===== src/rtl/wb_grf_if.sv =====
// wb_grf_if: W-stage bundle between the MEM/WB pipeline register, the
// decode-stage read ports, the hazard unit and the write-back/register-file
// block. The pipeline side uses the master modport and wb_grf uses the slave.
interface wb_grf_if;
  logic [31:0] W_Instr;
  logic [31:0] W_C;
  logic [31:0] W_DR;
  logic [31:0] W_PC;
  logic [31:0] W_PC8;
  logic [4:0]  A1;
  logic [4:0]  A2;
  logic [31:0] RD1;
  logic [31:0] RD2;
  logic [4:0]  W_A3;
  logic [31:0] W_WD;
  logic        W_WE;
  logic        trace_valid;
  logic [31:0] trace_pc;
  logic [31:0] retire_cnt;

  modport master (
    output W_Instr, W_C, W_DR, W_PC, W_PC8, A1, A2,
    input  RD1, RD2, W_A3, W_WD, W_WE, trace_valid, trace_pc, retire_cnt
  );

  modport slave (
    input  W_Instr, W_C, W_DR, W_PC, W_PC8, A1, A2,
    output RD1, RD2, W_A3, W_WD, W_WE, trace_valid, trace_pc, retire_cnt
  );
endinterface


===== src/rtl/wb_grf.sv =====
// wb_grf: write-back stage and 32x32 general register file of the five-stage
// MIPS core. Decodes W_Instr to select the write-back source and destination,
// aligns and extends load data, commits into the register file and counts
// retired (non-bubble) instructions.
// Optional feature: define GRF_BYPASS_EN to enable write-through from the
// W-stage write to the read ports in the same cycle.
// reset is asynchronous and active-low.
module wb_grf (
  input logic   clk,
  input logic   reset,
  wb_grf_if.slave bus
);

  typedef enum logic [2:0] {
    SRC_NONE,
    SRC_ALU,
    SRC_PC8,
    SRC_WORD,
    SRC_BYTE,
    SRC_HALF
  } src_e;

  localparam logic [5:0] OP_SPECIAL = 6'h00;
  localparam logic [5:0] OP_JAL     = 6'h03;
  localparam logic [5:0] OP_ADDIU   = 6'h09;
  localparam logic [5:0] OP_ORI     = 6'h0d;
  localparam logic [5:0] OP_LUI     = 6'h0f;
  localparam logic [5:0] OP_LB      = 6'h20;
  localparam logic [5:0] OP_LH      = 6'h21;
  localparam logic [5:0] OP_LW      = 6'h23;
  localparam logic [5:0] OP_LBU     = 6'h24;
  localparam logic [5:0] OP_LHU     = 6'h25;

  localparam logic [5:0] FN_SLL     = 6'h00;
  localparam logic [5:0] FN_JALR    = 6'h09;
  localparam logic [5:0] FN_ADDU    = 6'h21;
  localparam logic [5:0] FN_SUBU    = 6'h23;
  localparam logic [5:0] FN_SLT     = 6'h2a;

  logic [5:0]  op;
  logic [5:0]  funct;
  logic [4:0]  rt;
  logic [4:0]  rd;
  src_e        src;
  logic        load_signed;
  logic [4:0]  dest;
  logic [7:0]  load_byte;
  logic [15:0] load_half;
  logic [31:0] wb_data;
  logic        wb_en;
  logic [31:0] regs [32];
  logic [31:0] retire_cnt_q;
  logic [31:0] rd1_data;
  logic [31:0] rd2_data;
  logic        unused_instr_bits;

  assign op    = bus.W_Instr[31:26];
  assign funct = bus.W_Instr[5:0];
  assign rt    = bus.W_Instr[20:16];
  assign rd    = bus.W_Instr[15:11];

  // rs and shamt never matter at write-back
  assign unused_instr_bits = ^{bus.W_Instr[25:21], bus.W_Instr[10:6]};

  // Instruction decode: choose the write-back source and destination register
  always_comb begin
    src         = SRC_NONE;
    dest        = 5'd0;
    load_signed = 1'b0;
    unique case (op)
      OP_SPECIAL: begin
        case (funct)
          FN_ADDU, FN_SUBU, FN_SLT, FN_SLL: begin
            src  = SRC_ALU;
            dest = rd;
          end
          FN_JALR: begin
            src  = SRC_PC8;
            dest = rd;
          end
          default: ;
        endcase
      end
      OP_ADDIU, OP_ORI, OP_LUI: begin
        src  = SRC_ALU;
        dest = rt;
      end
      OP_JAL: begin
        src  = SRC_PC8;
        dest = 5'd31;
      end
      OP_LW: begin
        src  = SRC_WORD;
        dest = rt;
      end
      OP_LB, OP_LBU: begin
        src         = SRC_BYTE;
        dest        = rt;
        load_signed = (op == OP_LB);
      end
      OP_LH, OP_LHU: begin
        src         = SRC_HALF;
        dest        = rt;
        load_signed = (op == OP_LH);
      end
      default: ;
    endcase
  end

  // Byte lane picked by the full offset; halfword lane only by bit 1
  assign load_byte = bus.W_DR[{bus.W_C[1:0], 3'b000} +: 8];
  assign load_half = bus.W_DR[{bus.W_C[1], 4'b0000} +: 16];

  // Write-back data mux with load sign/zero extension
  always_comb begin
    wb_data = 32'd0;
    case (src)
      SRC_ALU:  wb_data = bus.W_C;
      SRC_PC8:  wb_data = bus.W_PC8;
      SRC_WORD: wb_data = bus.W_DR;
      SRC_BYTE: wb_data = {{24{load_signed & load_byte[7]}}, load_byte};
      SRC_HALF: wb_data = {{16{load_signed & load_half[15]}}, load_half};
      default:  wb_data = 32'd0;
    endcase
  end

  // A write to $0 is dropped entirely, so the strobe only fires for $1..$31
  assign wb_en = (dest != 5'd0);

  assign bus.W_A3        = dest;
  assign bus.W_WD        = wb_data;
  assign bus.W_WE        = wb_en;
  assign bus.trace_valid = wb_en;
  assign bus.trace_pc    = bus.W_PC;

  // Register array: cleared by reset, one write per cycle, $0 never written
  always_ff @(posedge clk or negedge reset) begin
    if (!reset) begin
      for (int i = 0; i < 32; i++) begin
        regs[i] <= 32'd0;
      end
    end else if (wb_en) begin
      regs[dest] <= wb_data;
    end
  end

  // Retired-instruction counter: every non-bubble instruction, wraps naturally
  always_ff @(posedge clk or negedge reset) begin
    if (!reset) begin
      retire_cnt_q <= 32'd0;
    end else if (bus.W_Instr != 32'd0) begin
      retire_cnt_q <= retire_cnt_q + 32'd1;
    end
  end

  assign bus.retire_cnt = retire_cnt_q;

  // Read ports; with write-through the pending W-stage write wins over the array
  always_comb begin
    rd1_data = regs[bus.A1];
    rd2_data = regs[bus.A2];
`ifdef GRF_BYPASS_EN
    if (reset && wb_en && (bus.A1 == dest)) begin
      rd1_data = wb_data;
    end
    if (reset && wb_en && (bus.A2 == dest)) begin
      rd2_data = wb_data;
    end
`else
    // Same-cycle reads see the old array value; the hazard unit forwards W_WD
`endif
  end

  assign bus.RD1 = rd1_data;
  assign bus.RD2 = rd2_data;

endmodule


===== src/flat_wrapper.sv =====
// flat-port wrapper written by rule: the top's interface ports become plain ports
module wb_grf_flat 
  (clk, reset, bus_W_Instr, bus_W_C, bus_W_DR, bus_W_PC, bus_W_PC8, bus_A1, bus_A2, bus_RD1, bus_RD2, bus_W_A3, bus_W_WD, bus_W_WE, bus_trace_valid, bus_trace_pc, bus_retire_cnt);
  wb_grf_if bus_i ();
  input logic clk;
  input logic reset;
  input wire logic [$bits(bus_i.W_Instr)-1:0] bus_W_Instr;
  input wire logic [$bits(bus_i.W_C)-1:0] bus_W_C;
  input wire logic [$bits(bus_i.W_DR)-1:0] bus_W_DR;
  input wire logic [$bits(bus_i.W_PC)-1:0] bus_W_PC;
  input wire logic [$bits(bus_i.W_PC8)-1:0] bus_W_PC8;
  input wire logic [$bits(bus_i.A1)-1:0] bus_A1;
  input wire logic [$bits(bus_i.A2)-1:0] bus_A2;
  output wire logic [$bits(bus_i.RD1)-1:0] bus_RD1;
  output wire logic [$bits(bus_i.RD2)-1:0] bus_RD2;
  output wire logic [$bits(bus_i.W_A3)-1:0] bus_W_A3;
  output wire logic [$bits(bus_i.W_WD)-1:0] bus_W_WD;
  output wire logic [$bits(bus_i.W_WE)-1:0] bus_W_WE;
  output wire logic [$bits(bus_i.trace_valid)-1:0] bus_trace_valid;
  output wire logic [$bits(bus_i.trace_pc)-1:0] bus_trace_pc;
  output wire logic [$bits(bus_i.retire_cnt)-1:0] bus_retire_cnt;
  assign bus_i.W_Instr = bus_W_Instr;
  assign bus_i.W_C = bus_W_C;
  assign bus_i.W_DR = bus_W_DR;
  assign bus_i.W_PC = bus_W_PC;
  assign bus_i.W_PC8 = bus_W_PC8;
  assign bus_i.A1 = bus_A1;
  assign bus_i.A2 = bus_A2;
  assign bus_RD1 = bus_i.RD1;
  assign bus_RD2 = bus_i.RD2;
  assign bus_W_A3 = bus_i.W_A3;
  assign bus_W_WD = bus_i.W_WD;
  assign bus_W_WE = bus_i.W_WE;
  assign bus_trace_valid = bus_i.trace_valid;
  assign bus_trace_pc = bus_i.trace_pc;
  assign bus_retire_cnt = bus_i.retire_cnt;
  wb_grf u_core (.clk(clk), .reset(reset), .bus(bus_i));
endmodule

===== config.mk =====
export PLATFORM = sky130hd
export DESIGN_NAME = wb_grf_flat
export DESIGN_NICKNAME = d
export VERILOG_FILES = /design/src/rtl/wb_grf_if.sv /design/src/rtl/wb_grf.sv /design/src/flat_wrapper.sv
export SDC_FILE = /design/constraint.sdc
export NUM_CORES = 2
export LEC_CHECK = 0
export BUFFER_PORTS_ARGS = -buffer_cell sky130_fd_sc_hd__buf_2
export CORE_UTILIZATION = 25
export CTS_CLUSTER_DIAMETER = 150
export CTS_CLUSTER_SIZE = 10
export DETAILED_ROUTE_END_ITERATION = 16
export MAX_ROUTING_LAYER = met4
export PLACE_DENSITY = 0.38
export SYNTH_ARGS = -nofsm -noshare
export SYNTH_HDL_FRONTEND = slang
export SYNTH_SLANG_ARGS = --single-unit

===== constraint.sdc =====
create_clock -name clk -period 3 [get_ports clk]
set_clock_uncertainty 0.05 [all_clocks]
set_input_delay 0 -clock clk [delete_from_list [all_inputs] [get_ports clk]]
set_output_delay 0 -clock clk [all_outputs]
set_load 0.01 [all_outputs]

==> results.yml <==
outcome:
  status: "completed"
route:
  vias: 34742
  drtIter0Drc: 2035
  dr.pass1.iters: 6
  drt_wl_total_um: 216000
  drc: 0
  drtAntennaViolNets: 0
  avgRoutedWirePerCell_um: 31.3
  via_per_inst: 5.04
worst_setup_path:
  setup.worst_path.start_class: "primary input"
  required_ns: 2.95
  slowest_stage: "dlygate4sd3_1"
  worst-setup-path-type: "primary input to output port"
  cp_common_cell: "buf_2"
  crit_chain: "buf_2, or4_1, or3_4, o211a_2, buf_12, a222oi_1, dlygate4sd3_1, nand2_1, buf_2"
  cpPeakStageDelay_ns: 0.61
  crit_path_end_kind: "output port"
  cp_max_fo: 18
  cp_data_arrival_time_ns: 2.89
logic_synthesis:
  netlist.area_leader.share_pct: 46.5
  syn-num-nets: 3639
  synth_edf_count: 0
  synth-seq-cells: 1056
  netlist_area_um2: 56800
  yosys_warnings: 0
  ys_types: 56
  syn-mean-instance-area_um2: 16.4
  async_reset_ff_share_pct: 100
  ys.flop_type: "dfrtp_1"
  synthCells: 3466
  synth_seq_area_share_pct: 46.5
  yosysTopAreaCell: "dfrtp_1"
  synthTopCellsByArea: "dfrtp_1 47%, mux4_2 26%, mux2_2 21%, clkbuf_1 1.6%, buf_4 0.78%"
die:
  start_util_pct: 25.2
  io_pins: 339
  die_width_um: 479
  core_um2: 225000
  num_rows: 174
  die_h_um: 479
  dieArea_um2: 229000
pwr:
  combPwrFrac_pct: 12.1
  vdd_drop_max_v: 0.000436
  powerDensity_nw_per_um2: 458
  clkPwrFrac_pct: 40.8
  leakage_uw: 0.0316
  sequentialPowerShare_pct: 47.1
  swShare_pct: 26.3
  internal_power_uw: 23400
  p_sw_uw: 8350
clock_network:
  path_clk_slew_ns: 0.06
  clock_sinks: 1056
  cts_tree: "done"
  clk_latency_ns: 0.74
  root_buffer: "clkbuf_16"
  numCtsBuffers: 115
  cts_htree_levels: 3
  cts_buffer_depth: 3
cells_and_area:
  final_nets: 4067
  fillerInstances: 22166
  regArea_um2: 26400
  fin_util_pct: 30.8
  area_delta_synth_final_pct: 22.2
  multi_input_area_um2: 28600
  fin_cells: 6895
  final_layout_size_suffix_gt1_share_pct: 63.7
sta:
  grt_setup_unrepaired: "no"
  drv_slew: 0
  tightest_slew_ns: 1.06
  fin_crit_ns: 2.94
  fmax_mhz: 340
  finalHoldViolCount: 0
  max-slew-margin-rel_pct: 29.1
  tns_ns: 0
  whs_ns: 0.0492
  period_share_pct: 98.0
  finalSetupViolCount: 0
flow_run:
  max_cap_violations: 0
place:
  place_congestion: 0.827
  dp_cells: 6636
  detailed_place_hpwl_um: 142000
  io_buffer_count: 274
grt:
  grt_pass1_vias: 37301
  grt_max_degree: 78
  antenna_found_initial: 6
  grt_usage_pct: 19.4
  gr-total-overflow: 0
  grt_pass1_wl_um: 306000
min_path:
  hp-class: "primary input to register"
[logic make-up after synthesis]
group	count (synthesis)	share of synthesized area [%]
fa+ha+maj	1	0.0220
mux	1706	46.6
simple gates	173	1.61
buf+inv	440	3.67
xor+xnor	31	0.478
flops	1056	46.5
compound gates	59	1.07
[stage by stage]
step	setup WS (ns)	total power, uW	area, um^2
after detailed placement	-0.108	19000	64800
after global placement	-0.171	18900	64800
after global routing	0.00225	33100	69400
after floorplan	0.218	17100	56800
final	0.0612	31800	69400
after CTS	0.0383	32400	69400
[cell type report]
| class | count | area share [%] |
|---|---|---|
| Multi-Input combinational cell | 1970 | 41.1 |
| Sequential cell | 1056 | 38.1 |
| Timing Repair Buffer | 742 | 10.9 |
| Tap cell | 2992 | 5.39 |
| Clock buffer | 117 | 4.22 |
| Clock inverter | 6 | 0.195 |
| Inverter | 9 | 0.0505 |
| Antenna cell | 3 | 0.0108 |
[power by group through the flow]
stage	combinational [uW]	clock [uW]	sequential, uW
floorplan	2010	0	15100
global placement	3710	0	15200
detailed placement	3720	0	15200
CTS	3940	13500	15000
global route	4100	14000	15000
finish	3840	13000	15000
[layer usage]
metal / routed length (um) / GRT usage, %
met2: 109000 / 32.6
met3: 5100 / 1.94
met1: 93000 / 24.5
met5: 0 / -
met4: 8510 / 6.04
[registers in the layout, summed over array words and instances (netlist names)]
signal / flops
u_core.bus.retire_cnt: 32
u_core.regs: 1024
[critical path: cells and delay by family]
kind / cells / cell delay, ns
AO/OA/AOI/OAI: 2 / 0.70
AND/OR/NAND/NOR: 3 / 1.10
buffers and inverters: 4 / 1.05
[cell usage after synthesis, drive strengths merged, types with 3 or more instances]
| cell type | n |
|---|---|
| nand4 | 7 |
| nand2 | 67 |
| and3 | 9 |
| nand3 | 24 |
| a221oi | 4 |
| buf | 181 |
| dfrtp | 1056 |
| mux2 | 1057 |
| inv | 7 |
| xnor2 | 21 |
| a222oi | 25 |
| or3 | 3 |
| clkbuf | 250 |
| and4 | 4 |
| mux4 | 648 |
| nor2b | 13 |
| nor3 | 10 |
| nand2b | 3 |
| nor2 | 15 |
| xor2 | 10 |
| a221o | 16 |
| nor4 | 5 |
| and2 | 3 |
[layout by cell type, fill, tap and decap left out, drive strengths merged, types with 21 or more instances in the layout]
| cell type | instances |
|---|---|
| clkbuf | 118 |
| a222oi | 25 |
| nand2 | 67 |
| buf | 628 |
| mux4 | 648 |
| nand3 | 24 |
| dlygate4sd3 | 112 |
| mux2 | 1057 |
| dfrtp | 1056 |
| xnor2 | 21 |
[path summary, 6_finish.rpt]
kind	end	cells past startpoint	slack [ns]	from
min in group asynchronous	u_core.regs[168]	3	0.08	reset
min	u_core.regs[850]	6	0.05	bus_W_DR[18]
min reg2reg	u_core.regs[1008]	0	0.34	u_core.regs[1008]
max in group asynchronous	u_core.regs[606]	3	2.11	reset
max	bus_W_WD[20]	9	0.06	bus_W_Instr[2]
max reg2reg	u_core.bus.retire_cnt[28]	7	0.65	u_core.bus.retire_cnt[4]
[repair_timing]
| action | CTS | global route |
|---|---|---|
| hold buffers | 130 | 0 |
| setup buffers | 0 | 2 |
| setup endpoints to repair | 0 | 14 |
| gates resized for setup | 0 | 1 |
| endpoints found under the hold margin | 1969 | 0 |
No activity file was read; power rests on OpenSTA's default activity.
